==> src/rtl/viterbi_traceback.sv <==
// viterbi_traceback: traceback unit of the Viterbi decoder.
// Walks TB_DEPTH survivor pages backwards from the best-metric state, reading
// one survivor byte per page from the MMU and reconstructing predecessors.
// The final DEC_LEN steps produce decoded bits.
// Optional feature: define TB_REVERSE_EN to buffer decoded bits in a LIFO and
// emit them oldest-first during a FLUSH phase after the last step.
module viterbi_traceback #(
   parameter int WD_STATE = 6,
   parameter int RD_LAT   = 2,
   parameter int TB_DEPTH = 32,
   parameter int DEC_LEN  = 8
) (
   input  logic                CLOCK,
   input  logic                Reset,
   input  logic                Start,
   input  logic [WD_STATE-1:0] StartState,
   output logic                Init,
   output logic                TBStep,
   output logic [WD_STATE-4:0] AddressTB,
   input  logic [7:0]          DataTB,
   output logic                Busy,
   output logic                DecValid,
   output logic                DecBit,
   output logic                Done
);

   localparam int CW        = $clog2(TB_DEPTH + 1);
   localparam int WW        = (RD_LAT > 1) ? $clog2(RD_LAT) : 1;
   localparam int WAIT_LAST = (RD_LAT > 1) ? RD_LAT - 2 : 0;
   localparam int EMIT_FROM = TB_DEPTH - DEC_LEN;

`ifdef TB_REVERSE_EN
   localparam int PW = (DEC_LEN > 1) ? $clog2(DEC_LEN) : 1;
   typedef enum logic [2:0] {IDLE, ISSUE, WAIT, UPDATE, FLUSH} fsm_t;
`else
   typedef enum logic [1:0] {IDLE, ISSUE, WAIT, UPDATE} fsm_t;
`endif

   fsm_t                fsm;
   fsm_t                fsm_next;
   logic [WD_STATE-1:0] trel;
   logic [CW-1:0]       step_cnt;
   logic [WW-1:0]       wait_cnt;
   logic                surv_bit;
   logic                dec;
   logic                last_step;
   logic                emit;

`ifdef TB_REVERSE_EN
   logic [DEC_LEN-1:0]  lifo;
   logic [DEC_LEN-1:0]  lifo_push;
   logic [PW-1:0]       pop_cnt;
   logic                last_pop;
`else
   logic                done_r;
`endif

   assign surv_bit  = DataTB[trel[2:0]];
   assign dec       = trel[WD_STATE-1];
   assign last_step = (step_cnt == CW'(TB_DEPTH - 1));

   // The trellis state only changes at the end of UPDATE, so the address taken
   // straight from it is already valid in the ISSUE cycle and stays stable.
   assign AddressTB = trel[WD_STATE-1:3];

   if (EMIT_FROM > 0) begin : g_emit_late
      assign emit = (step_cnt >= CW'(EMIT_FROM));
   end else begin : g_emit_all
      assign emit = 1'b1;
   end

`ifdef TB_REVERSE_EN
   assign last_pop = (pop_cnt == PW'(DEC_LEN - 1));

   // Newest decoded bit enters at bit 0, so bit 0 is always the next to pop.
   always_comb begin
      lifo_push    = lifo << 1;
      lifo_push[0] = dec;
   end
`endif

   // FSM state register.
   always_ff @(posedge CLOCK) begin
      if (Reset) fsm <= IDLE;
      else       fsm <= fsm_next;
   end

   // Next-state and strobe outputs.
   always_comb begin
      fsm_next = fsm;
      Init     = 1'b0;
      TBStep   = 1'b0;
      DecValid = 1'b0;
      DecBit   = 1'b0;
      Busy     = (fsm != IDLE);
`ifdef TB_REVERSE_EN
      Done     = 1'b0;
`else
      Done     = done_r;
`endif
      case (fsm)
         IDLE: begin
            if (Start) fsm_next = ISSUE;
         end
         ISSUE: begin
            Init     = (step_cnt == '0);
            fsm_next = (RD_LAT > 1) ? WAIT : UPDATE;
         end
         WAIT: begin
            if (wait_cnt == WW'(WAIT_LAST)) fsm_next = UPDATE;
         end
         UPDATE: begin
            TBStep = 1'b1;
`ifdef TB_REVERSE_EN
            fsm_next = last_step ? FLUSH : ISSUE;
`else
            DecValid = emit;
            DecBit   = emit & dec;
            fsm_next = last_step ? IDLE : ISSUE;
`endif
         end
`ifdef TB_REVERSE_EN
         FLUSH: begin
            DecValid = 1'b1;
            DecBit   = lifo[0];
            if (last_pop) begin
               Done     = 1'b1;
               Busy     = 1'b0;
               fsm_next = IDLE;
            end
         end
`endif
         default: fsm_next = IDLE;
      endcase
   end

   // Trellis state, step/wait counters and decoded-bit storage.
   always_ff @(posedge CLOCK) begin
      if (Reset) begin
         trel     <= '0;
         step_cnt <= '0;
         wait_cnt <= '0;
`ifdef TB_REVERSE_EN
         lifo     <= '0;
         pop_cnt  <= '0;
`else
         done_r   <= 1'b0;
`endif
      end else begin
`ifndef TB_REVERSE_EN
         done_r <= (fsm == UPDATE) && last_step;
`endif
         case (fsm)
            IDLE: begin
               if (Start) begin
                  trel     <= StartState;
                  step_cnt <= '0;
               end
            end
            ISSUE: wait_cnt <= '0;
            WAIT:  wait_cnt <= wait_cnt + WW'(1);
            UPDATE: begin
               trel     <= {trel[WD_STATE-2:0], surv_bit};
               step_cnt <= step_cnt + CW'(1);
`ifdef TB_REVERSE_EN
               if (emit) lifo <= lifo_push;
               pop_cnt <= '0;
`endif
            end
`ifdef TB_REVERSE_EN
            FLUSH: begin
               lifo    <= lifo >> 1;
               pop_cnt <= pop_cnt + PW'(1);
            end
`endif
            default: ;
         endcase
      end
   end

endmodule

==> config.mk <==
export PLATFORM = sky130hd
export DESIGN_NAME = viterbi_traceback
export DESIGN_NICKNAME = d
export VERILOG_FILES = /design/src/rtl/viterbi_traceback.sv
export SDC_FILE = /design/constraint.sdc
export NUM_CORES = 1
export LEC_CHECK = 0
export CAP_MARGIN = 0
export CORE_MARGIN = 4
export CORE_UTILIZATION = 42
export CTS_BUF_LIST = sky130_fd_sc_hd__clkbuf_8 sky130_fd_sc_hd__clkbuf_16
export DETAILED_ROUTE_END_ITERATION = 10
export GPL_TIMING_DRIVEN = 0
export PLACE_DENSITY_LB_ADDON = 0.15
export SYNTH_ARGS = -nofsm -noshare
export SYNTH_HDL_FRONTEND = slang
export SYNTH_SLANG_ARGS = --single-unit
export TNS_END_PERCENT = 100
==> constraint.sdc <==
create_clock -name CLOCK -period 1.8 [get_ports CLOCK]
set_clock_uncertainty 0.2 [all_clocks]
set_input_delay 0.18 -clock CLOCK [delete_from_list [all_inputs] [get_ports CLOCK]]
set_output_delay 0.18 -clock CLOCK [all_outputs]
set_load 0.02 [all_outputs]
== After elaboration in Yosys (flattened, before gate mapping) ==
Cells that the tools add are included.
W data, S select, Z words.
Word-level totals
  word-level logic and storage cells: 39
  input port bits: 17
  register bits after elaboration: 16
Cells by class
  reductions and logical operators: 8
  bitwise gates (word level): 1
  magnitude comparators: 2
  add/sub/neg operators: 2
  multiplexer cells: 15
  eq/ne operators: 6
Operators with widths (number)
  $pmux W6 S2: 2
  $mux W6: 2
  $pmux W2 S4: 1
  $add A6 B1 Y6 const B: 1
  $eq A6 B5 Y1 const B: 1
  $ge A6 B5 Y1 const B: 1
  $logic_not A6 Y1: 1
  $mux W1: 6
  $reduce_bool A2 Y1: 3
  $eq A2 B2 Y1 const B: 2
  $lt A3 B4 Y1 const B: 1
  $mux W2: 2
  $ne A2 B2 Y1 const B: 2
  $reduce_and A2 Y1: 2
  $bmux W1 S3: 1
  $eq A2 B1 Y1 const B: 1
  $logic_not A2 Y1: 1
  $pmux W1 S2: 1
  $add A1 B1 Y1 const B: 1
  $and A1 B1 Y1: 1
  $logic_and A1 B1 Y1: 1

== Logic depth before layout (Yosys ltp) ==
  depth in word-level cells: 3
  mapped depth: 6

== Least setup slack after synthesis ==
No wires, ideal clock.
  path type: register to output
  from: reg fsm[0]
  to: out DecBit
  path buffers: 1
  path slack: -98 ps
  arrival time: 1518 ps
  cell stages (with the launch flop): 5
  required time: 1420 ps
  cells stage by stage: dfxtp_1 -> ha_1 -> buf_2 -> nor2b_1 -> and2_1
Between the ends
  longest elaborated chain between the ends: 2
RTL lines
  start: declaration: RTL line 39  | fsm_t fsm;
  start signal: assignment: RTL line 85  | else fsm <= fsm_next;
  $eq A2 B2 Y1: RTL line 101  | case (fsm)
  $mux W1: RTL line 101
  end: declaration: RTL line 23  | output logic DecBit,
No other way between the ends.

== Worst setup path in the final report ==
  from: reg fsm[0]
  to: out DecValid
Between the ends
  longest elaborated chain between the ends: 2
RTL lines
  $eq A2 B2 Y1: RTL line 101
  $mux W1: RTL line 101
  end: declaration: RTL line 22  | output logic DecValid,
No other way between the ends.

==> run metrics <==
register share of total power=a little over a third; cell chain of the critical path=ha_2, nor2b_2, clkdlybuf4s15_2; Clk pwr share=21.6%; number of synthesized flops with an enable pin=0; crit path kind=flip-flop to primary output; routability cong.=0.737; register area share after synthesis=34.1%; FF-to-FF path depth=5; number of global-route vias before repair=851; first-pass GRT wire length=3620 µm; GR Overflow Total=0; Worst-Skew Late Latency=0.25 ns; total negative slack=0 ns; slew margin rel.=68.4%; initial antenna violation count=0; critical path data required time=1.42 ns; max-slew violations=0; fill count=198; WHS Path Cells=2; RSZ-0062 raised after global routing=true; Fmax=569 MHz; pwr dens=972 mW/mm²; ratio of cells with drive above 1 in the final layout=16.5%; # rows=16; worst slew pin tran=0.475 ns; fin util=63.4%; final count of hold timing violations=0; Die W=55.3 µm; sw frac=33.8%; YS warnings=0; register bit count reported by yosys=16; leakage=0.464 nW; DRT iter0 DRCs=10; Tmin final=1.76 ns; Tcrit/Tclk final=97.6%; syn_nets=129; Setup Fix Bufs, Post-CTS=0; Inserted Diodes=0; Net count, final=158; Register Area=325 µm²; Post-DP HPWL=1640 µm; CP max FO=9; Num CTS Buffers=3; DR WL/cell=around 13 µm; top-level I/O count=26; clock buffer depth=2; vias=875; Switch Pwr=0.424 mW; CTS tree=yes; final wirelength=2100 µm; Multi-input gate area=roughly 580 µm²; GR Util All Layers=around 15%; CTS clk-pin slew, worst paths=0.06 ns; slowest cell on the critical path=dfxtp_4; synthesized cell area=940 µm²; CP arrival=between 1 and 1.5 ns; H-Tree Depth=1; root buffer cell=clkbuf_8; # DRC=0; crit end category=primary output; pin count of the biggest net entering global routing=11; Initial Util=between 40% and 50%; Gate power share=42.4%; worst min path class=flip-flop to flip-flop; Avg Cell Area, Syn=8.86 µm²; Die Ht=between 50 and 60 µm; # clock sinks=16; CP peak stage delay=approximately 0.37 ns; DIE AREA=0.00306 mm²; run status=finished, final reports clean; placed cell areas=0.00123 mm²; Area Growth Syn to Fin=37.7%; CORE AREA=0.00204 mm²; IO Port Bufs=25; hold_buf cts=0; final setup fails=0; DRT antenna net count=0; Final Instance Area=0.00129 mm²; Internal Power=0.833 mW; synth unique cells=37; 1st-pass router iterations=4; async set-reset flop share out of synthesis=0%; Post-Synthesis Cells=~110; Critical Path Source Type=flip-flop; VDD IR-drop max=634 µV; max_cap viols=0; post-DR vias/cell=5.47; dominant synthesized flop cell=dfxtp_1
==> stage by stage <==
stage               cells  hold WS [ns]  total power, mW  setup WS [ns]
finish                160         0.316             1.26         0.0425
global route          160         0.336             1.34        -0.0585
CTS                   161         0.318             1.23        -0.0103
detailed placement    158         0.309            0.958         -0.278
global placement      158         0.282            0.942         -0.245
floorplan             106        0.0593            0.786         0.0120
==> registers in the layout, summed over array words and instances (netlist names) <==
register / count
Done: 1
fsm: 2
step_cnt: 6
trel: 6
wait_cnt: 1
==> area by class of cell <==
| type | count | area share [%] |
|---|---|---|
| multi-input cells | 76 | 45.0 |
| flip-flops and latches | 16 | 25.1 |
| repair buffers | 25 | 19.1 |
| clock buffers | 3 | 3.19 |
| plain buffers | 7 | 3.19 |
| well taps | 27 | 2.61 |
| inverters | 6 | 1.74 |
==> logic make-up after synthesis <==
family	count (synthesis)	synth area share (%)
AND/OR/NAND/NOR	35	20.5
AO/OA/AOI/OAI	24	16.9
flip-flops	16	34.1
buffers and inverters	14	7.19
multiplexers	11	13.3
adder cells (fa/ha/maj)	6	7.99
==> worst max-delay path: cells and delay by family (launching register included) <==
kind | cells | cell delay (ns)
buffers and inverters | 1 | 0.27
DFF | 1 | 0.37
adders and majority gates | 1 | 0.30
and+or+nand+nor | 1 | 0.19
==> routing by layer <==
layer	up-vias	GRT usage, %	share of wire (%)
li1	436	-	-
met1	403	17.0	45
met2	30	24.3	47
met3	6	5.13	6.9
met4	0	5.21	1.8
met5	-	0	0
==> layout by cell type, fill, tap and decap left out, types with 2 or more instances in the layout <==
master and instances:
a211oi_1 5, a21oi_1 8, and3_1 2, buf_2 2
buf_4 4, clkbuf_8 3, clkdlybuf4s15_1 2, clkdlybuf4s50_1 20
dfxtp_1 14, ha_1 4, inv_1 5, mux2_2 2
mux2i_1 7, nand2_1 5, nand3_1 5, nor2_1 8
o21ai_0 4, or3_1 3
==> cells in the mapped netlist, types with 2 or more instances <==
master	count	share of area, %
dfxtp_1	16	34
a21oi_1	8	4.3
mux2i_1	8	8.5
nor2_1	8	3.2
ha_1	6	8.0
inv_1	6	2.4
a211oi_1	5	4.0
nand2_1	5	2.0
nand3_1	5	2.7
o21ai_0	4	2.1
buf_4	3	2.4
or3_1	3	2.0
and3_1	2	1.3
buf_2	2	1.1
mux2_2	2	2.4
nor2b_1	2	1.3
==> worst paths after layout <==
| kind | from | slack [ns] | endpoint |
|---|---|---|---|
| max reg2reg | fsm[1] | 0.05 | step_cnt[5] |
| min | step_cnt[0] | 0.32 | step_cnt[0] |
| max | fsm[0] | 0.04 | DecValid |
| min reg2reg | step_cnt[0] | 0.32 | step_cnt[0] |
==> power groups by stage <==
stage               combinational [mW]  sequential [mW]  clock [mW]
finish                           0.533            0.453       0.272
global placement                 0.491            0.452           0
CTS                              0.500            0.450       0.283
detailed placement               0.503            0.455           0
floorplan                        0.345            0.442           0
global route                     0.583            0.462       0.296
==> timing repair <==
action / CTS / global route
resized for setup: 16 / 6
cloned: 0 / 0
endpoints found under the hold margin: 0 / 0
endpoints found under the setup margin: 19 / 16
No activity file was read; power rests on OpenSTA's default activity.
